==> src/rtl/tap_bit_player.sv <==
// tap_bit_player: plays a TAP image from the tape cache as an Oric fast-format
// serial waveform. Each byte becomes start(0), d0..d7, odd parity, STOP_BITS
// ones. Every bit is a high half of HALF_TICKS, then a low half of HALF_TICKS
// for a '1' or 2*HALF_TICKS for a '0'.
//
// Read handshake: rd_en is a single-cycle strobe issued in FETCH with rd_addr
// holding the byte address. The cache returns rd_data exactly one cycle later.
// That cycle is always LATCH, and LATCH captures the byte. rd_addr stays stable
// from FETCH through LATCH. There is no back-pressure: a FETCH always completes,
// even when en drops, so the read is never lost.
module tap_bit_player #(
   parameter int HALF_TICKS = 4992,
   parameter int STOP_BITS  = 3
) (
   input  logic        clk_sys,
   input  logic        RESET,
   input  logic        rewind,
   input  logic        en,
   input  logic [24:0] tape_end,
   output logic [24:0] rd_addr,
   output logic        rd_en,
   input  logic [7:0]  rd_data,
   output logic        data,
   output logic        busy,
   output logic        done,
   output logic [2:0]  dbg_state
);

   localparam int          FRAME_BITS = 10 + STOP_BITS;
   localparam logic [4:0]  LAST_BIT   = 5'(FRAME_BITS - 1);
   localparam logic [16:0] TICK_ONE   = 17'(HALF_TICKS - 1);
   localparam logic [16:0] TICK_ZERO  = 17'(2 * HALF_TICKS - 1);

   typedef enum logic [2:0] {
      S_IDLE   = 3'd0,
      S_FETCH  = 3'd1,
      S_LATCH  = 3'd2,
      S_BIT_HI = 3'd3,
      S_BIT_LO = 3'd4,
      S_NEXT   = 3'd5,
      S_DONE   = 3'd6
   } state_t;

   state_t      state_q;
   state_t      state_d;
   logic [24:0] addr_q;
   logic [16:0] tick_q;
   logic [4:0]  bit_idx_q;
   logic [16:0] frame_q;
   logic [16:0] new_frame;
   logic        data_q;

   logic        clear;
   logic        cur_bit;
   logic [16:0] lo_limit;
   logic        hi_end;
   logic        lo_end;
   logic        last_bit;
   logic        at_end;

   assign clear    = RESET | rewind;
   assign cur_bit  = frame_q[bit_idx_q];
   assign lo_limit = cur_bit ? TICK_ONE : TICK_ZERO;
   assign hi_end   = (tick_q == TICK_ONE);
   assign lo_end   = (tick_q == lo_limit);
   assign last_bit = (bit_idx_q == LAST_BIT);
   assign at_end   = (addr_q == tape_end);

   // Assemble the serial frame. Bit 0 is the start bit, and the unused upper bits are never played.
   always_comb begin
      new_frame      = '1;
      new_frame[0]   = 1'b0;
      new_frame[8:1] = rd_data;
      new_frame[9]   = ~^rd_data;
   end

   // State register: rewind/RESET force IDLE from any state.
   always_ff @(posedge clk_sys) begin
      if (clear) state_q <= S_IDLE;
      else       state_q <= state_d;
   end

   // Next-state logic: en gates every timed state; FETCH and LATCH always run through.
   always_comb begin
      state_d = state_q;
      case (state_q)
         S_IDLE:   if (en) state_d = S_FETCH;
         S_FETCH:  state_d = S_LATCH;
         S_LATCH:  state_d = S_BIT_HI;
         S_BIT_HI: if (en && hi_end) state_d = S_BIT_LO;
         S_BIT_LO: if (en && lo_end) state_d = S_NEXT;
         S_NEXT: begin
            if (en) begin
               if (!last_bit)   state_d = S_BIT_HI;
               else if (at_end) state_d = S_DONE;
               else             state_d = S_FETCH;
            end
         end
         S_DONE:   state_d = S_DONE;
         default:  state_d = S_IDLE;
      endcase
   end

   // Datapath: address, tick counter, bit index, frame capture and the data flop.
   always_ff @(posedge clk_sys) begin
      if (clear) begin
         addr_q    <= '0;
         tick_q    <= '0;
         bit_idx_q <= '0;
         frame_q   <= '0;
         data_q    <= 1'b0;
      end else begin
         // data follows the state one cycle later, so a frozen state also freezes the level
         data_q <= (state_q == S_BIT_HI);
         case (state_q)
            S_LATCH: begin
               frame_q   <= new_frame;
               bit_idx_q <= '0;
               tick_q    <= '0;
            end
            S_BIT_HI: if (en) tick_q <= hi_end ? 17'd0 : tick_q + 17'd1;
            S_BIT_LO: if (en) tick_q <= lo_end ? 17'd0 : tick_q + 17'd1;
            S_NEXT: begin
               if (en) begin
                  if (last_bit) begin
                     bit_idx_q <= '0;
                     if (!at_end) addr_q <= addr_q + 25'd1;
                  end else begin
                     bit_idx_q <= bit_idx_q + 5'd1;
                  end
               end
            end
            default: ;
         endcase
      end
   end

   // Output decode: taken only from registers, so no input reaches an output combinationally.
   always_comb begin
      rd_addr   = addr_q;
      rd_en     = (state_q == S_FETCH);
      data      = data_q;
      busy      = (state_q != S_IDLE) && (state_q != S_DONE);
      done      = (state_q == S_DONE);
      dbg_state = state_q;
   end

endmodule

==> config.mk <==
export PLATFORM = sky130hd
export DESIGN_NAME = tap_bit_player
export DESIGN_NICKNAME = d
export VERILOG_FILES = /design/src/rtl/tap_bit_player.sv
export SDC_FILE = /design/constraint.sdc
export NUM_CORES = 1
export LEC_CHECK = 0
export CAP_MARGIN = 20
export CORE_ASPECT_RATIO = 2
export CORE_MARGIN = 10
export CORE_UTILIZATION = 35
export DETAILED_ROUTE_END_ITERATION = 12
export SKIP_CTS_REPAIR_TIMING = 1
export SYNTH_ARGS = -nofsm -noshare
export SYNTH_HDL_FRONTEND = slang
export SYNTH_SLANG_ARGS = --single-unit
==> constraint.sdc <==
create_clock -name clk_sys -period 5.6 [get_ports clk_sys]
set_input_delay 0.56 -clock clk_sys [delete_from_list [all_inputs] [get_ports clk_sys]]
set_output_delay 0.56 -clock clk_sys [all_outputs]
set_load 0.05 [all_outputs]
==> out/results.tsv, run 1 <==
metric	value	unit
RSZ-0062 raised after global routing	no	
row cnt	51	
CTS tree	built	
startpoint types	register	
setup tns final	0	ns
Clock Sink Count	61	
worst hold slack	0.453	ns
residual DRC count	0	
WL final	9.48	mm
Core Region	0.00976	mm²
Reg-to-Reg Start	bit_idx_q[0]$_SDFFE_PP0P_	
Final HPWL DP	7.40	mm
Power per Cell Area	233	mW/mm²
clock skew	0.00621	ns
clk_lat worst skew	0.33	ns
Max transition margin	0.434	
FILL cells	976	
Hold Startpoint	frame_q[2]$_SDFFE_PP0P_	
Pre-Repair DR Iteration Count	4	
Cells after Synth	424	
fin crit share	0.472	
Clock transition at path regs	0.05	ns
number of synthesized register bits	61	
final worst path period need	2.65	ns
most frequent cells in the layout	clkdlybuf4s50_1, dfxtp_1, nor2_1	
Pleak	0.00148	µW
Slew @ Worst Pin	0.848	ns
Avg Cell Area, Syn	8.30	µm²
synth warn	0	
Peak supply drop	147	µV
number of global-route vias before repair	3034	
most common cell after layout, fill and taps aside	clkdlybuf4s50_1	
Routability Congestion	0.776	
Starting Density	0.360	
Final Hold Fails	0	
CP endpoint kind	primary output	
antenna-violating nets left	0	
layout cells sized above 1	0.0918	
I/O pins	69	
Critical Path RT	5.04	ns
worst-path fanout max	14	
grt ovf	0	
worst hold path class	register to register	
Final Max Slew Viols	0	
Root Buffer	clkbuf_16	
Via density	5.02	
n_diodes	0	
Post-synth ARST share	0	
Nets	526	
crit path launch	dbg_state[0]$_SDFFE_PP0P_	
Die Ht	162	µm
DIE AREA	0.0147	mm²
DR WL/cell	15.2	µm
Top FF cell, synth	dfxtp_1	
CTS H-tree depth	3	
Netlist Area Pre-Place	0.00352	mm²
first-pass GRT wire length	15.5	mm
Num CTS Buffers	9	
Global Route Usage Sum	0.128	
WP data arrival	2.09	ns
drt initial violations	117	
FMAX	378	MHz
initial antenna violation count	0	
EDFF count, synth	0	
Finish-stage setup viols	0	
register area share after synthesis	0.347	
Max Cap Viol	0	
syn nets	465	
Die X	90.9	µm
largest net degree at the start of global routing	43	
status	finished clean	
Unique masters post-synth	61	
clk buf depth	2	
Syn-to-layout area delta	29.8	%
WS Path Type	register to primary output	
via count	3124	
IO buf count	68	
-- critical path: stages, from the launching register on --
cell and delay (ns):
dfxtp_1 0.59, nor3b_1 0.30, clkdlybuf4s50_1 0.87
-- kinds of logic after synthesis --
logic type | share of synthesized area
AO/OA/AOI/OAI | 0.152
flip-flops | 0.347
buffers and inverters | 0.0484
adder cells (fa/ha/maj) | 0.0142
AND/OR/NAND/NOR | 0.271
XOR/XNOR | 0.149
multiplexers | 0.0181
-- layer usage --
| layer | wire [µm] | global-route usage | vias to the layer above |
|---|---|---|---|
| met2 | 5150 | 0.244 | 75 |
| li1 | - | - | 1586 |
| met1 | 3720 | 0.128 | 1451 |
| met5 | 0 | 0 | - |
| met3 | 445 | 0.0374 | 12 |
| met4 | 172 | 0.0444 | 0 |
-- registers in the layout (all words and copies together) (netlist names) --
name	cells
rd_addr	25
tick_q	17
frame_q	10
bit_idx_q	5
dbg_state	3
data	1
-- cells in the mapped netlist, types with 4 or more instances --
master,number,area (µm²)
or3_1,14,87.6
nand2_1,44,165
nor3_1,13,65.1
nor2_1,47,176
o21ai_0,20,100
a21oi_1,31,155
dfxtp_1,61,1220
ha_1,4,50.1
nor3b_1,4,30.0
inv_1,19,71.3
xnor2_1,26,228
and3_1,6,37.5
nand3_1,13,65.1
nor4_1,6,37.5
xor2_1,34,298
buf_2,4,20.0
nand4_1,7,43.8
clkbuf_1,9,33.8
-- where the power goes --
| part | internal [µW] | switching (µW) | total [µW] |
|---|---|---|---|
| Clock | 354 | 199 | 553 |
| Sequential | 436 | 2.66 | 438 |
| Combinational | 39.4 | 34.9 | 74.3 |
-- metrics by stage --
| stage | setup slack [ns] | instances | instance area, µm² | util | power, µW |
|---|---|---|---|---|---|
| final | 2.95 | 622 | 4570 | 0.468 | 1070 |
| after detailed placement | 2.64 | 606 | 4260 | 0.437 | 523 |
| after global placement | 2.68 | 606 | 4260 | 0.437 | 523 |
| after CTS | 2.92 | 622 | 4570 | 0.468 | 1080 |
| after floorplan | 2.89 | 424 | 3520 | - | 484 |
| after global routing | 2.82 | 622 | 4570 | 0.468 | 1110 |
-- area by class of cell --
type / instances / area [µm²] / area share
clock inverter: 6 / 62.6 / 0.0137
clock buffer: 10 / 239 / 0.0523
inverter: 19 / 71.3 / 0.0156
tap: 132 / 165 / 0.0362
sequential: 61 / 1220 / 0.267
timing repair buffer: 68 / 681 / 0.149
multi-input combinational: 326 / 2130 / 0.466
-- final timing paths --
| path | endpoint | slack [ns] | cells past startpoint |
|---|---|---|---|
| min reg2reg | frame_q[2]$_SDFFE_PP0P_ | 0.45 | 2 |
| min | frame_q[2]$_SDFFE_PP0P_ | 0.45 | 2 |
| max | rd_en | 2.95 | 2 |
| max reg2reg | rd_addr[19]$_SDFFE_PP0P_ | 3.11 | 8 |
Power figures use the tool's default switching activity.
==> inputs of run 2 (changes only) <==
==> constraint.sdc (replaced) <==
create_clock -name clk_sys -period 2.5 [get_ports clk_sys]
set_input_delay 0.25 -clock clk_sys [delete_from_list [all_inputs] [get_ports clk_sys]]
set_output_delay 0.25 -clock clk_sys [all_outputs]
set_load 0.05 [all_outputs]
==> out/results.tsv, run 2 (synthesis gave the netlist of run 1 again) <==
metric	value	unit	change
clk_lat worst skew	0.33	ns	about the same
Clock transition at path regs	0.05	ns	about the same
CTS H-tree depth	3		unchanged
status	finished clean		
most frequent cells in the layout	clkdlybuf4s50_1, dfxtp_1, nor2_1		
Largest delay share family, worst path	compound AO/OA/AOI/OAI gates		
Routability Congestion	0.858		+11%
Max Cap Viol	0		unchanged
Clock Sink Count	61		unchanged
WS Path Type	register to register		
Via density	5.05		+0.58%
most used cell, CP	a21oi_1		
DIE AREA	0.0147	mm²	unchanged
grt ovf	0		unchanged
via count	3238		+3.6%
WL final	9.95	mm	+4.9%
Power per Cell Area	521	mW/mm²	+120%
Pre-Repair DR Iteration Count	4		unchanged
number of global-route vias before repair	3303		+8.9%
Peak supply drop	324	µV	+120%
slowest library cell on the worst path	dfxtp_1		
worst-path fanout max	10		-4
Global Route Usage Sum	0.139		+0.0105
antenna-violating nets left	0		unchanged
worst hold path class	register to register		
drt initial violations	91		-22%
Final Hold Fails	0		unchanged
startpoint types	register		
Pleak	0.00162	µW	+9.1%
Starting Density	0.360		unchanged
CP bufs+invs	0		-1
Final HPWL DP	7.99	mm	+8.0%
Syn-to-layout area delta	34.7	%	
Die Ht	162	µm	unchanged
WP data arrival	2.53	ns	+0.44 ns
residual DRC count	0		unchanged
most common cell after layout, fill and taps aside	clkdlybuf4s50_1		
CTS tree	built		
DR WL/cell	15.5	µm	+1.8%
n_diodes	0		unchanged
layout cells sized above 1	0.124		+0.0319
crit path cell chain	mux2_2 > a21oi_1 > o21a_1 > a21oi_1 > a31oi_4 > o21ai_4 > o311ai_2		
largest net degree at the start of global routing	19		-56%
pre-CTS worst setup slack	0.0762	ns	-2.57 ns
setup tns final	0	ns	unchanged
max FFs per register	25		unchanged
Max transition margin	0.642		+0.208
Hold Startpoint	frame_q[9]$_SDFFE_PP0P_		
IO buf count	68		unchanged
initial antenna violation count	0		unchanged
setup slack after layout	0.205	ns	-2.75 ns
row cnt	51		unchanged
RSZ-0062 raised after global routing	no		
clock skew	0.00834	ns	+0.00214 ns
Finish-stage setup viols	0		unchanged
Final Max Slew Viols	0		unchanged
I/O pins	69		unchanged
Reg-to-Reg Start	bit_idx_q[1]$_SDFFE_PP0P_		
Root Buffer	clkbuf_16		
final worst path period need	2.30	ns	
CP endpoint kind	register		
Die X	90.9	µm	unchanged
Core Region	0.00976	mm²	unchanged
crit path launch	bit_idx_q[1]$_SDFFE_PP0P_		
FMAX	436	MHz	
first-pass GRT wire length	16.6	mm	+6.9%
Num CTS Buffers	9		unchanged
clk buf depth	2		unchanged
fin crit share	0.918		
max incr delay on CP	0.55	ns	-0.32 ns
Critical Path RT	2.73	ns	-2.31 ns
Slew @ Worst Pin	0.535	ns	-0.314 ns
Nets	545		+3.6%
run 2: changes by cell type in the layout (fill, tap and decap cells not counted):
cell,before,now
clkinvlp_4,3,0
clkinv_4,0,2
clkbuf_8,1,0
bufinv_16,1,2
clkbuf_1,0,1
dlymetal6s2s_1,0,1
clkdlybuf4s50_1,68,67
buf_12,0,1
buf_4,0,18
run 2: final timing paths:
check	endpoint	cells past startpoint	slack [ns]
worst max-delay path	tick_q[2]$_SDFFE_PP0P_	7	0.20
worst max register to register	tick_q[2]$_SDFFE_PP0P_	7	0.20
worst min register to register	frame_q[9]$_SDFFE_PP0P_	2	0.45
worst min-delay path	frame_q[9]$_SDFFE_PP0P_	2	0.45
run 2: layer usage:
| layer | track usage | vias to the layer above | routed length, µm |
|---|---|---|---|
| met1 | 0.137 | 1525 | 3840 |
| met4 | 0.0537 | 0 | 182 |
| met5 | 0 | - | 0 |
| met3 | 0.0346 | 14 | 380 |
| li1 | - | 1627 | - |
| met2 | 0.268 | 72 | 5540 |
run 2: report_power, final:
| group | total [µW] | leakage [µW] | internal [µW] | switching, µW |
|---|---|---|---|---|
| Combinational | 178 | 0.000968 | 93.8 | 83.8 |
| Sequential | 980 | 0.000491 | 976 | 4.25 |
| Clock | 1310 | 0.000156 | 871 | 440 |
run 2: through the flow:
| step | power, µW | hold WS [ns] | cell area (µm²) | util | cells |
|---|---|---|---|---|---|
| 3_3_place_gp | 1180 | 0.440 | 4420 | 0.453 | 625 |
| 4_1_cts | 2500 | 0.453 | 4740 | 0.485 | 641 |
| 5_1_grt | 2570 | 0.478 | 4740 | 0.485 | 641 |
| 6_report | 2470 | 0.451 | 4740 | 0.485 | 641 |
| 3_5_place_dp | 1180 | 0.446 | 4420 | 0.453 | 625 |
| 2_1_floorplan | 1080 | 0.386 | 3520 | - | 424 |
run 2: tightest hold or removal path: stages, from the launching register on:
cell     delay, ns
dfxtp_1       0.30
nand2_1       0.05
a21oi_1       0.05
run 2: layout make-up:
type | instances | area, µm²
clock inverters | 6 | 87.6
fillers | 974 | 5020
multi-input cells | 326 | 2130
inverters | 19 | 71.3
clock buffers | 10 | 229
repair buffers | 87 | 838
flip-flops and latches | 61 | 1220
well taps | 132 | 165
